**src/rtl/batalha_pkg.sv**
```systemverilog
// Shared definitions for the battleship board: piece types, lengths, board size
// and the placement FSM state encoding.
package batalha_pkg;

   localparam int unsigned BOARD_DIM = 8;
   localparam int unsigned CELULAS   = BOARD_DIM * BOARD_DIM;

   typedef enum logic [2:0] {
      PORTA_AVIOES = 3'd0,
      ENCOURACADO  = 3'd1,
      HIDROAVIAO   = 3'd2,
      CRUZADOR     = 3'd3,
      SUBMARINO    = 3'd4
   } tipo_e;

   typedef enum logic [1:0] {
      IDLE,
      CHECK,
      WRITE,
      RESULT
   } estado_e;

   // Zero length marks an unknown piece type.
   function automatic logic [2:0] comprimento(input logic [2:0] tipo);
      case (tipo)
         PORTA_AVIOES: return 3'd5;
         ENCOURACADO:  return 3'd4;
         HIDROAVIAO:   return 3'd3;
         CRUZADOR:     return 3'd2;
         SUBMARINO:    return 3'd1;
         default:      return 3'd0;
      endcase
   endfunction

endpackage

```
**src/rtl/tabuleiro_armazena_if.sv**
```systemverilog
// Placement handshake between the piece-placement FSM and the board store.
interface tabuleiro_armazena_if;

   logic       valida;
   logic [2:0] tipo;
   logic       jogador;
   logic [2:0] X1;
   logic [2:0] Y1;
   logic       direcao;
   logic       orientacao;
   logic       conflito;
   logic       concluido;
   logic       ocupado_fsm;

   modport master (
      output valida, tipo, jogador, X1, Y1, direcao, orientacao,
      input  conflito, concluido, ocupado_fsm
   );

   modport slave (
      input  valida, tipo, jogador, X1, Y1, direcao, orientacao,
      output conflito, concluido, ocupado_fsm
   );

endinterface

```
**src/rtl/tabuleiro_armazena_calc_celula.sv**
```systemverilog
// Coordinates of cell k of a piece; any result outside 0..7 sets fora_limite.
module calc_celula (
   input  logic [2:0] x1,
   input  logic [2:0] y1,
   input  logic [2:0] k,
   input  logic       direcao,
   input  logic       orientacao,
   output logic [2:0] x,
   output logic [2:0] y,
   output logic       fora_limite
);

   logic [3:0] eixo;
   logic [3:0] passo;
   logic [3:0] soma;

   // 4-bit signed: both underflow (-1..-4) and overflow (8..11) land with bit 3 set.
   always_comb begin
      eixo        = direcao ? {1'b0, y1} : {1'b0, x1};
      passo       = {1'b0, k};
      soma        = orientacao ? (eixo - passo) : (eixo + passo);
      fora_limite = soma[3];
      x           = direcao ? x1 : soma[2:0];
      y           = direcao ? soma[2:0] : y1;
   end

endmodule

```
**src/rtl/tabuleiro_armazena.sv**
```systemverilog
// Board store: validates a piece placement cell by cell, writes it on success
// and serves registered occupancy queries for the attack phase.
module tabuleiro_armazena
   import batalha_pkg::*;
#(
   parameter int unsigned NUM_TIPOS = 5
) (
   input  logic                       clk,
   input  logic                       reset,
   tabuleiro_armazena_if.slave        pos,
   input  logic                       cons_jogador,
   input  logic [2:0]                 cons_x,
   input  logic [2:0]                 cons_y,
   output logic                       cons_ocupado,
   output logic [3:0]                 pecas_j0,
   output logic [3:0]                 pecas_j1
);

   estado_e                   estado;
   logic [1:0][CELULAS-1:0]   tabuleiro;
   logic [1:0][3:0]           pecas;
   logic [2:0]                k;

   logic                      r_invalido;
   logic [2:0]                r_len;
   logic                      r_jogador;
   logic [2:0]                r_x1;
   logic [2:0]                r_y1;
   logic                      r_direcao;
   logic                      r_orientacao;

   logic [2:0]                cel_x;
   logic [2:0]                cel_y;
   logic                      cel_fora;
   logic [5:0]                cel_idx;
   logic                      ultima;

   calc_celula u_calc (
      .x1          (r_x1),
      .y1          (r_y1),
      .k           (k),
      .direcao     (r_direcao),
      .orientacao  (r_orientacao),
      .x           (cel_x),
      .y           (cel_y),
      .fora_limite (cel_fora)
   );

   assign cel_idx  = {cel_y, cel_x};
   assign ultima   = (k == r_len - 3'd1);
   assign pecas_j0 = pecas[0];
   assign pecas_j1 = pecas[1];

   // An invalid type passes through one CHECK cycle so it reports after one edge,
   // like a conflict on the first cell.
   always_ff @(posedge clk or negedge reset) begin
      if (!reset) begin
         estado          <= IDLE;
         tabuleiro       <= '0;
         pecas           <= '0;
         k               <= '0;
         r_invalido      <= 1'b0;
         r_len           <= '0;
         r_jogador       <= 1'b0;
         r_x1            <= '0;
         r_y1            <= '0;
         r_direcao       <= 1'b0;
         r_orientacao    <= 1'b0;
         pos.conflito    <= 1'b0;
         pos.concluido   <= 1'b0;
         pos.ocupado_fsm <= 1'b0;
      end else begin
         pos.concluido <= 1'b0;
         unique case (estado)
            IDLE: begin
               if (pos.valida) begin
                  r_invalido      <= (32'(pos.tipo) >= NUM_TIPOS) ||
                                     (comprimento(pos.tipo) == 3'd0);
                  r_len           <= comprimento(pos.tipo);
                  r_jogador       <= pos.jogador;
                  r_x1            <= pos.X1;
                  r_y1            <= pos.Y1;
                  r_direcao       <= pos.direcao;
                  r_orientacao    <= pos.orientacao;
                  k               <= '0;
                  pos.conflito    <= 1'b0;
                  pos.ocupado_fsm <= 1'b1;
                  estado          <= CHECK;
               end
            end
            CHECK: begin
               if (r_invalido || cel_fora || tabuleiro[r_jogador][cel_idx]) begin
                  pos.conflito  <= 1'b1;
                  pos.concluido <= 1'b1;
                  estado        <= RESULT;
               end else if (ultima) begin
                  k      <= '0;
                  estado <= WRITE;
               end else begin
                  k <= k + 3'd1;
               end
            end
            WRITE: begin
               tabuleiro[r_jogador][cel_idx] <= 1'b1;
               if (ultima) begin
                  if (pecas[r_jogador] != 4'hF)
                     pecas[r_jogador] <= pecas[r_jogador] + 4'd1;
                  pos.conflito  <= 1'b0;
                  pos.concluido <= 1'b1;
                  estado        <= RESULT;
               end else begin
                  k <= k + 3'd1;
               end
            end
            RESULT: begin
               pos.ocupado_fsm <= 1'b0;
               estado          <= IDLE;
            end
            default: estado <= IDLE;
         endcase
      end
   end

   always_ff @(posedge clk or negedge reset) begin
      if (!reset)
         cons_ocupado <= 1'b0;
      else
         cons_ocupado <= tabuleiro[cons_jogador][{cons_y, cons_x}];
   end

endmodule

```
**src/flat_wrapper.sv**
```systemverilog
// flat-port wrapper written by rule: the top's interface ports become plain ports
module tabuleiro_armazena_flat import batalha_pkg::*;
#(
   parameter int unsigned NUM_TIPOS = 5
)
  (clk, reset, cons_jogador, cons_x, cons_y, cons_ocupado, pecas_j0, pecas_j1, pos_valida, pos_tipo, pos_jogador, pos_X1, pos_Y1, pos_direcao, pos_orientacao, pos_conflito, pos_concluido, pos_ocupado_fsm);
  tabuleiro_armazena_if pos_i ();
  input  logic clk;
  input  logic reset;
  input  logic cons_jogador;
  input  logic [2:0] cons_x;
  input  logic [2:0] cons_y;
  output logic cons_ocupado;
  output logic [3:0] pecas_j0;
  output logic [3:0] pecas_j1;
  input wire logic [$bits(pos_i.valida)-1:0] pos_valida;
  input wire logic [$bits(pos_i.tipo)-1:0] pos_tipo;
  input wire logic [$bits(pos_i.jogador)-1:0] pos_jogador;
  input wire logic [$bits(pos_i.X1)-1:0] pos_X1;
  input wire logic [$bits(pos_i.Y1)-1:0] pos_Y1;
  input wire logic [$bits(pos_i.direcao)-1:0] pos_direcao;
  input wire logic [$bits(pos_i.orientacao)-1:0] pos_orientacao;
  output wire logic [$bits(pos_i.conflito)-1:0] pos_conflito;
  output wire logic [$bits(pos_i.concluido)-1:0] pos_concluido;
  output wire logic [$bits(pos_i.ocupado_fsm)-1:0] pos_ocupado_fsm;
  assign pos_i.valida = pos_valida;
  assign pos_i.tipo = pos_tipo;
  assign pos_i.jogador = pos_jogador;
  assign pos_i.X1 = pos_X1;
  assign pos_i.Y1 = pos_Y1;
  assign pos_i.direcao = pos_direcao;
  assign pos_i.orientacao = pos_orientacao;
  assign pos_conflito = pos_i.conflito;
  assign pos_concluido = pos_i.concluido;
  assign pos_ocupado_fsm = pos_i.ocupado_fsm;
  tabuleiro_armazena #(.NUM_TIPOS(NUM_TIPOS)) u_core (.clk(clk), .reset(reset), .pos(pos_i), .cons_jogador(cons_jogador), .cons_x(cons_x), .cons_y(cons_y), .cons_ocupado(cons_ocupado), .pecas_j0(pecas_j0), .pecas_j1(pecas_j1));
endmodule
```
**config.mk**
```make
export PLATFORM = sky130hd
export DESIGN_NAME = tabuleiro_armazena_flat
export DESIGN_NICKNAME = d
export VERILOG_FILES = /design/src/rtl/batalha_pkg.sv /design/src/rtl/tabuleiro_armazena_if.sv /design/src/rtl/tabuleiro_armazena_calc_celula.sv /design/src/rtl/tabuleiro_armazena.sv /design/src/flat_wrapper.sv
export SDC_FILE = /design/constraint.sdc
export NUM_CORES = 1
export LEC_CHECK = 0
export BUFFER_PORTS_ARGS = -buffer_cell sky130_fd_sc_hd__buf_2
export CORE_ASPECT_RATIO = 1.2
export CORE_MARGIN = 5
export CORE_UTILIZATION = 38
export DETAILED_ROUTE_END_ITERATION = 7
export PLACE_DENSITY = 0.56
export SLEW_MARGIN = 20
export SYNTH_ARGS = -nofsm -noshare
export SYNTH_HDL_FRONTEND = slang
export SYNTH_SLANG_ARGS = --single-unit
```
**constraint.sdc**
```tcl
create_clock -name clk -period 4 [get_ports clk]
set_input_delay 0.2 -clock clk [delete_from_list [all_inputs] [get_ports clk]]
set_output_delay 0.2 -clock clk [all_outputs]
set_load 0.02 [all_outputs]
```
==> impl_results.rst, run 1 <==
.. list-table::
   :header-rows: 1

   * - Metric
     - Value
   * - Reg area
     - a little under 4000 µm²
   * - Area fraction in compound gates after synthesis
     - 0.217
   * - Leakage Power
     - 5.00 nW
   * - Number of clock sinks
     - around 160
   * - Detailed-route via count
     - 6758
   * - Maximum fanout along the worst path
     - 12
   * - Relative max-transition margin
     - 0.309
   * - Hold EP
     - u_core.r_len[1]
   * - Post-synth cell types
     - 54
   * - Number of buffers inserted during clock tree synthesis
     - 17
   * - GR Layer Usage met1
     - 0.277
   * - Final hold violation count
     - 0
   * - Area overhead of the layout relative to synthesis
     - 15.2%
   * - Achievable clock frequency
     - around 270 MHz
   * - Category of the worst setup path capture point
     - register
   * - Crit Path Class
     - reg2reg
   * - Unrepaired setup endpoints after global routing
     - no
   * - Total wirelength of the detailed-routed design
     - about 27000 µm
   * - Worst slew pin tran
     - approximately 1.0 ns
   * - Crit-path leading delay family
     - compound AO/OA/AOI/OAI gates
   * - Outcome
     - completed
   * - Post-route core utilization
     - 0.447
   * - Crit path time final
     - around 3.8 ns
   * - Filler cell count
     - ~2100
   * - Internal reg-to-reg setup slack
     - 0.24 ns
   * - Data arrival time of the critical path
     - roughly 4.1 ns
   * - Final critical-path share of the clock period
     - 0.939
   * - TritonRoute pass-1 iters
     - 7
   * - Post-synthesis area per instance
     - ~11 µm²
   * - GRT Residual Overflow
     - 0
   * - H-tree levels
     - 4
   * - CTS Buffer Depth
     - 2
   * - Xor-xnor portion of the synthesized cell area
     - 0.0130
   * - Initial antenna violation count
     - 0
   * - Setup TNS
     - 0 ns
   * - Startpoint type of the worst setup path
     - register
   * - Post-Synth Simple-Gate Area
     - 0.110
   * - Initial Utilization
     - 0.388
   * - Start point of the worst hold path
     - pos_tipo[1]
   * - Synthesis-stage register bit count
     - about 160
   * - Met3 usage in global routing
     - 0.0316
   * - Inserted Diodes
     - 0
   * - Power density relative to cell area
     - 865 nW/µm²
   * - Row Count
     - 60
   * - Hold Path Class
     - in2reg
   * - Cell Chain, Critical Path
     - inv_1 > ha_1 > inv_1 > o21ai_1 > fa_2 > nor2_1 > a32o_1 > o21a_1 > a2111o_1 > a211oi_2 > nand4b_4 > o31ai_4 > mux2_1
   * - Proportion of synthesized area in mux cells
     - 0.155
   * - DR WL/cell
     - between 20 and 25 µm
   * - Number of enable flip-flop cells after synthesis
     - 0
   * - DIE AREA
     - around 26000 µm²
   * - Cell count of the worst reg-to-reg path
     - 13
   * - Main flop type after synthesis
     - sky130_fd_sc_hd__dfrtp_1
   * - Async set-or-reset flop fraction in the synthesized netlist
     - 1.00
   * - Placed wire-length estimate
     - 18300 µm
   * - Fraction of the yosys area taken by sequential cells
     - 0.452
   * - Pin count of the biggest net entering global routing
     - between 90 and 100
   * - First-pass GRT wire length
     - approximately 42000 µm
   * - Final count of negative-setup-slack endpoints
     - 0
   * - Clock-pin slew reported for the worst setup and hold paths after clock tree synthesis
     - approximately 0.070 ns
   * - Root cell of the clock tree
     - sky130_fd_sc_hd__clkbuf_16
   * - Max Cap Viol
     - 0
   * - Vias in the first global route
     - 6932
   * - Fin nets
     - approximately 860
   * - Reg2reg start
     - u_core.k[0]
   * - DRC marker count from the first detailed-route iteration
     - between 800 and 900
   * - DRC violation count after routing
     - 0
   * - Number of buffers inserted by port buffering
     - 33
   * - Total of warnings raised by yosys
     - 0
   * - Hold path cells
     - 3
   * - GRT busiest layer
     - met2
   * - Multi-input gate area
     - 4520 µm²
   * - DIE HEIGHT
     - between 150 and 200 µm
   * - Adder and majority gate portion of the synthesized area
     - 0.0180
   * - Slowest-stage cell, CP
     - sky130_fd_sc_hd__fa_2
   * - Grt met2 use
     - 0.337
   * - Delay of the slowest critical-path stage
     - roughly 0.62 ns
   * - All-Layer GR Usage
     - 0.210
   * - Number of vias per cell after detailed routing
     - around 6.1
   * - Cell with the most instances on the worst path
     - sky130_fd_sc_hd__inv_1
   * - Count of antenna-violating nets left after detailed routing
     - 0
   * - Clk_lat worst skew
     - between 0.4 and 0.5 ns
   * - Core area
     - approximately 23000 µm²
   * - Clock tree from TritonCTS
     - done
   * - Maximum resistive drop on vdd
     - between 0.5 and 0.6 mV
   * - Dominant combinational cell family by area after synthesis
     - compound AO/OA/AOI/OAI gates
   * - Total count of max-transition violations in the final report
     - 0
   * - Final Wtd Congestion
     - roughly 0.9
   * - Synthesized instance count
     - ~770
   * - Buffer and inverter count on the worst path
     - 2
   * - Share of post-route cells with drive strength above 1
     - 0.207
   * - Worst Clk Skew
     - approximately 0.011 ns
   * - Data required time at the worst endpoint
     - 4.33 ns
   * - Die width
     - 148 µm
   * - Boundary Pins
     - 34
   * - Netlist area before placement
     - a little under 9000 µm²
   * - Reg-to-reg endpoint
     - u_core.estado[1]
   * - Nets in the synthesized netlist
     - roughly 810
## power by group
part           internal (mW)  leakage [nW]  switching (mW)
Sequential              2.09          2.10           0.534
Clock                  0.933         0.284           0.729
Combinational           1.72          2.62            2.71
Total                   4.73          5.00            3.97
## final cells by class
| cell class | count | area share |
|---|---|---|
| Clock buffer | 18 | 0.0426 |
| Timing Repair Buffer | 80 | 0.0578 |
| Tap cell | 279 | 0.0347 |
| Multi-Input combinational cell | 548 | 0.449 |
| Inverter | 19 | 0.00708 |
| Clock inverter | 14 | 0.0157 |
| Sequential cell | 158 | 0.393 |
## metrics by stage
stage                     hold slack, ns  setup WS, ns  area, µm²  cells  power, mW
after detailed placement           0.242        0.0725       9320   1071       6.93
after CTS                         0.0639        0.0542      10000   1116       8.62
after global routing              0.0884        0.0330      10100   1116       9.19
after floorplan                  -0.0956         0.248       8740    774       5.36
final                             0.0659         0.243      10100   1116       8.71
after global placement             0.232         0.227       9320   1071       6.82
## layout by cell type (no fill, tap or decap), types with 10 or more instances in the layout
cell type                       synthesis  routed
sky130_fd_sc_hd__a21o_1                95      95
sky130_fd_sc_hd__inv_1                 19      19
sky130_fd_sc_hd__mux4_2                46      46
sky130_fd_sc_hd__mux2_2                17      17
sky130_fd_sc_hd__dlygate4sd3_1          0      13
sky130_fd_sc_hd__a211oi_1              28      28
sky130_fd_sc_hd__nor2_1                24      24
sky130_fd_sc_hd__nand2_1               80      80
sky130_fd_sc_hd__o21bai_1              36      36
sky130_fd_sc_hd__dfrtp_1              158     157
sky130_fd_sc_hd__nand2b_1              57      57
sky130_fd_sc_hd__and2_1                10      10
sky130_fd_sc_hd__buf_4                  4      32
sky130_fd_sc_hd__a22oi_1               29      29
sky130_fd_sc_hd__ha_1                  11      11
sky130_fd_sc_hd__clkbuf_16              0      17
sky130_fd_sc_hd__o21ai_0               27      26
sky130_fd_sc_hd__buf_2                 16      32
## what timing repair did
item	CTS	global route
resized for setup	0	6
setup endpoints to repair	0	4
setup buffers	0	0
endpoints found under the hold margin	79	0
hold buffers	13	0
## worst register-to-register path, cell delays in order, from the launching register on
cell and delay [ns]:
sky130_fd_sc_hd__dfrtp_1 0.34, sky130_fd_sc_hd__inv_1 0.06, sky130_fd_sc_hd__ha_1 0.28, sky130_fd_sc_hd__inv_1 0.07, sky130_fd_sc_hd__o21ai_1 0.10, sky130_fd_sc_hd__fa_2 0.62
sky130_fd_sc_hd__nor2_1 0.07, sky130_fd_sc_hd__a32o_1 0.38, sky130_fd_sc_hd__o21a_1 0.18, sky130_fd_sc_hd__a2111o_1 0.37, sky130_fd_sc_hd__a211oi_2 0.31, sky130_fd_sc_hd__nand4b_4 0.23
sky130_fd_sc_hd__o31ai_4 0.29, sky130_fd_sc_hd__mux2_1 0.35
## worst max-delay path by stage
stage,start,cells after the start,slack (ns),end
CTS,u_core.k[0],14,0.05,u_core.estado[1]
global placement,u_core.k[0],14,0.23,u_core.estado[1]
finish,u_core.k[0],13,0.24,u_core.estado[1]
detailed placement,u_core.k[0],14,0.07,u_core.estado[1]
floorplan,u_core.r_direcao,15,0.25,u_core.estado[1]
global route,u_core.k[0],13,0.03,u_core.estado[1]
## state kept, by name, indices dropped and copies added (netlist names)
register,count
u_core.tabuleiro,128
u_core.r_direcao,1
u_core.k,3
u_core.r_x1,3
u_core.pecas_j0,4
u_core.r_invalido,1
u_core.pecas_j1,4
u_core.r_y1,3
u_core.r_orientacao,1
u_core.pos.conflito,1
u_core.r_jogador,1
u_core.pos.concluido,1
u_core.r_len,3
u_core.cons_ocupado,1
u_core.pos.ocupado_fsm,1
u_core.estado,2
## cell usage after synthesis, types with 4 or more instances
cell,instances,area share
sky130_fd_sc_hd__inv_1,19,0.0082
sky130_fd_sc_hd__dfrtp_1,158,0.45
sky130_fd_sc_hd__a21oi_1,6,0.0034
sky130_fd_sc_hd__a21o_1,95,0.082
sky130_fd_sc_hd__buf_2,16,0.0092
sky130_fd_sc_hd__and2_1,10,0.0072
sky130_fd_sc_hd__nand2_1,80,0.034
sky130_fd_sc_hd__xor2_1,6,0.0060
sky130_fd_sc_hd__nor2b_1,8,0.0057
sky130_fd_sc_hd__o21ai_0,27,0.015
sky130_fd_sc_hd__nand2b_1,57,0.041
sky130_fd_sc_hd__a22oi_1,29,0.025
sky130_fd_sc_hd__mux2_2,17,0.022
sky130_fd_sc_hd__mux4_2,46,0.12
sky130_fd_sc_hd__ha_1,11,0.016
sky130_fd_sc_hd__clkbuf_1,24,0.010
sky130_fd_sc_hd__o21bai_1,36,0.031
sky130_fd_sc_hd__buf_1,4,0.0017
sky130_fd_sc_hd__buf_4,4,0.0034
sky130_fd_sc_hd__xnor2_1,7,0.0070
sky130_fd_sc_hd__a211oi_1,28,0.024
sky130_fd_sc_hd__nor2_1,24,0.010
sky130_fd_sc_hd__o21a_1,6,0.0052
sky130_fd_sc_hd__mux2i_1,7,0.0080
## logic make-up after synthesis
| family | Yosys count |
|---|---|
| AO/OA/AOI/OAI | 256 |
| AND/OR/NAND/NOR | 193 |
| flip-flops | 158 |
| multiplexers | 74 |
| buffers and inverters | 68 |
| XOR/XNOR | 13 |
| adder cells (fa/ha/maj) | 12 |
## layer usage
layer / share of wire / wire length (µm)
met5: 0 / 0
met4: 0.046 / 1230
met3: 0.045 / 1190
met2: 0.48 / 12900
met1: 0.42 / 11300
(Power assumes the default switching activity.)
==> run 2: changes to the inputs <==
CELL_PAD_IN_SITES_DETAIL_PLACEMENT = 1   (was unset)
CELL_PAD_IN_SITES_GLOBAL_PLACEMENT = 2   (was unset)
PLACE_DENSITY = 0.77   (was 0.56)
==> run 2 against run 1 <==
Against the previous run: final cell count down 0.63%; critical endpoint unchanged; highest routed layer unchanged; die area unchanged; sequential power about the same; largest power group unchanged.
==> impl_results.rst, run 2 (synthesis results as in run 1) <==
.. list-table::
   :header-rows: 1

   * - Metric
     - Value
   * - Outcome
     - completed (unchanged)
   * - Final Wtd Congestion
     - 0.873 (was 0.891)
   * - Number of buffers inserted during clock tree synthesis
     - 17 (unchanged)
   * - Pin count of the biggest net entering global routing
     - 89 (was 91)
   * - Max reg flops
     - 128 (unchanged)
   * - All-Layer GR Usage
     - 0.222 (was 0.210)
   * - Final count of negative-setup-slack endpoints
     - 0 (unchanged)
   * - Post-layout worst setup margin
     - 0.183 ns (was 0.243 ns)
   * - Number of buffers inserted by port buffering
     - 33 (unchanged)
   * - Relative max-transition margin
     - 0.376 (was 0.309)
   * - H-tree levels
     - 4 (unchanged)
   * - Inserted Diodes
     - 0 (unchanged)
   * - Vias in the first global route
     - 7532 (was 6932)
   * - Number of clock sinks
     - 158 (unchanged)
   * - TritonRoute pass-1 iters
     - 5 (was 7)
   * - Worst setup path startpoint
     - u_core.k[1] (was u_core.k[0])
   * - DRC marker count from the first detailed-route iteration
     - 556 (was 857)
   * - Post-route core utilization
     - 0.446 (was 0.447)
   * - Final critical-path share of the clock period
     - 0.954 (was 0.939)
   * - Total wirelength of the detailed-routed design
     - 28000 µm (was 26600 µm)
   * - Data arrival time of the critical path
     - 4.14 ns (was 4.08 ns)
   * - Start point of the worst hold path
     - pos_Y1[1] (was pos_tipo[1])
   * - Maximum resistive drop on vdd
     - 0.617 mV (was 0.577 mV)
   * - First-pass GRT wire length
     - 44500 µm (was 41900 µm)
   * - Leading cell types in the layout, fill and taps excluded
     - sky130_fd_sc_hd__dfrtp_1, sky130_fd_sc_hd__a21o_1, sky130_fd_sc_hd__nand2_1, sky130_fd_sc_hd__nand2b_1, sky130_fd_sc_hd__mux4_2 (unchanged)
   * - Tot Pwr
     - 8.75 mW (was 8.71 mW)
   * - Power density relative to cell area
     - 871 nW/µm² (was 865 nW/µm²)
   * - Achievable clock frequency
     - 262 MHz (was 266 MHz)
   * - Area overhead of the layout relative to synthesis
     - 14.9% (was 15.2%)
   * - CTS Buffer Depth
     - 2 (unchanged)
   * - Data required time at the worst endpoint
     - 4.32 ns (was 4.33 ns)
   * - GRT busiest layer
     - met2 (unchanged)
   * - Clk_lat worst skew
     - 0.43 ns (was 0.44 ns)
   * - Leakage Power
     - 4.98 nW (was 5.00 nW)
   * - Post-CTS Repair Setup Buffers
     - 0 (unchanged)
   * - Setup TNS
     - 0 ns (unchanged)
   * - DIE AREA
     - 26100 µm² (unchanged)
   * - Met3 usage in global routing
     - 0.0383 (was 0.0316)
   * - Final hold violation count
     - 0 (unchanged)
   * - Number of vias per cell after detailed routing
     - 6.03 (was 6.06)
   * - DR WL/cell
     - 25.2 µm (was 23.8 µm)
   * - Core area
     - 22500 µm² (unchanged)
   * - Hold Path Class
     - in2reg (unchanged)
   * - Fin nets
     - 851 (was 858)
   * - Worst Clk Skew
     - 0.00857 ns (was 0.0111 ns)
   * - Register ranked first by flip-flop count
     - u_core.tabuleiro (unchanged)
   * - Maximum fanout along the worst path
     - 12 (unchanged)
   * - GR Layer Usage met1
     - 0.270 (was 0.277)
   * - Reg2reg start
     - u_core.k[1] (was u_core.k[0])
   * - Startpoint type of the worst setup path
     - register (unchanged)
   * - Category of the worst setup path capture point
     - register (unchanged)
   * - Max Cap Viol
     - 0 (unchanged)
   * - Total count of max-transition violations in the final report
     - 0 (unchanged)
   * - DRC violation count after routing
     - 0 (unchanged)
   * - Initial antenna violation count
     - 0 (unchanged)
   * - Boundary Pins
     - 34 (unchanged)
   * - Filler cell count
     - 2430 (was 2098)
   * - Row Count
     - 60 (unchanged)
   * - Root cell of the clock tree
     - sky130_fd_sc_hd__clkbuf_16 (unchanged)
   * - Die width
     - 148 µm (unchanged)
   * - Clock-pin slew reported for the worst setup and hold paths after clock tree synthesis
     - 0.07 ns (about the same)
   * - DIE HEIGHT
     - 176 µm (unchanged)
   * - Grt met2 use
     - 0.388 (was 0.337)
   * - Initial Utilization
     - 0.388 (unchanged)
   * - Share of post-route cells with drive strength above 1
     - 0.210 (was 0.207)
   * - Worst setup timing slack at the placement stage
     - -0.214 ns (was 0.0725 ns)
   * - Worst slew pin tran
     - 0.936 ns (was 1.03 ns)
   * - Leading cell type in the layout, fill and taps excluded
     - sky130_fd_sc_hd__dfrtp_1 (unchanged)
   * - Placed wire-length estimate
     - 19700 µm (was 18300 µm)
   * - Detailed-route via count
     - 6692 (was 6758)
   * - Crit Path Class
     - reg2reg (unchanged)
   * - Count of antenna-violating nets left after detailed routing
     - 0 (unchanged)
   * - Crit path time final
     - 3.82 ns (was 3.76 ns)
   * - GRT Residual Overflow
     - 0 (unchanged)
   * - Clock tree from TritonCTS
     - done (unchanged)
==> run 2: cell types whose count changed in the layout (fill, tap and decap cells not counted), moves of 2 or more <==
cell	change
sky130_fd_sc_hd__inv_6	-4
sky130_fd_sc_hd__buf_4	-4
sky130_fd_sc_hd__dlygate4sd3_1	-4
sky130_fd_sc_hd__clkinv_4	+2
==> run 2: final timing paths <==
kind                       cells past startpoint  slack [ns]               endpoint
max in group asynchronous                      3        2.53   u_core.tabuleiro[37]
setup reg to reg                              13        0.18       u_core.estado[1]
hold / removal                                 2        0.02         u_core.r_y1[1]
min in group asynchronous                      2        0.42   u_core.tabuleiro[82]
setup / recovery                              13        0.18       u_core.estado[1]
hold reg to reg                                1        0.48  u_core.tabuleiro[108]
==> run 2: report_power, final <==
group / switching [mW] / internal (mW)
Combinational: 2.72 / 1.70
Sequential: 0.529 / 2.09
Clock: 0.714 / 0.993
Total: 3.96 / 4.78
==> run 2: area by class of cell <==
| class | instances | area, µm² | share of cell area |
|---|---|---|---|
| Sequential cell | 158 | 3960 | 0.394 |
| Clock buffer | 17 | 425 | 0.0424 |
| Clock inverter | 15 | 189 | 0.0188 |
| Inverter | 19 | 71.3 | 0.00710 |
| Multi-Input combinational cell | 548 | 4520 | 0.450 |
| Timing Repair Buffer | 73 | 532 | 0.0529 |
| Tap cell | 279 | 349 | 0.0348 |
==> run 2: layer usage <==
layer / wire [µm] / vias up
li1: - / 2920
met5: 0 / -
met4: 1080 / 0
met1: 11300 / 3506
met3: 1190 / 65
met2: 14400 / 201
==> run 2: timing repair <==
item / in CTS / in global routing
gates cloned: 0 / 0
pin swaps: 0 / 1
setup endpoints to repair: 4 / 3
gates resized for setup: 3 / 5
hold endpoints to repair: 93 / 0
hold buffers: 9 / 0
==> run 2: stage by stage <==
step / cells / cell area [µm²] / hold slack [ns]
after detailed placement: 1068 / 9310 / 0.337
after CTS: 1109 / 10000 / 0.00179
after global placement: 1068 / 9310 / 0.320
after floorplan: 774 / 8740 / -0.0956
after global routing: 1109 / 10000 / 0.00490
final: 1109 / 10000 / 0.0165
==> run 2: critical path, stage by stage, from the launching register on <==
cell                        delay [ns]
sky130_fd_sc_hd__dfrtp_2          0.41
sky130_fd_sc_hd__inv_1            0.07
sky130_fd_sc_hd__ha_1             0.27
sky130_fd_sc_hd__inv_1            0.05
sky130_fd_sc_hd__o21ai_2          0.19
sky130_fd_sc_hd__fa_2             0.54
sky130_fd_sc_hd__nor2b_1          0.19
sky130_fd_sc_hd__o2bb2ai_2        0.23
sky130_fd_sc_hd__o21a_1           0.18
sky130_fd_sc_hd__a2111o_1         0.41
sky130_fd_sc_hd__a211oi_2         0.31
sky130_fd_sc_hd__nand4b_4         0.22
sky130_fd_sc_hd__o31ai_4          0.30
sky130_fd_sc_hd__mux2_1           0.34
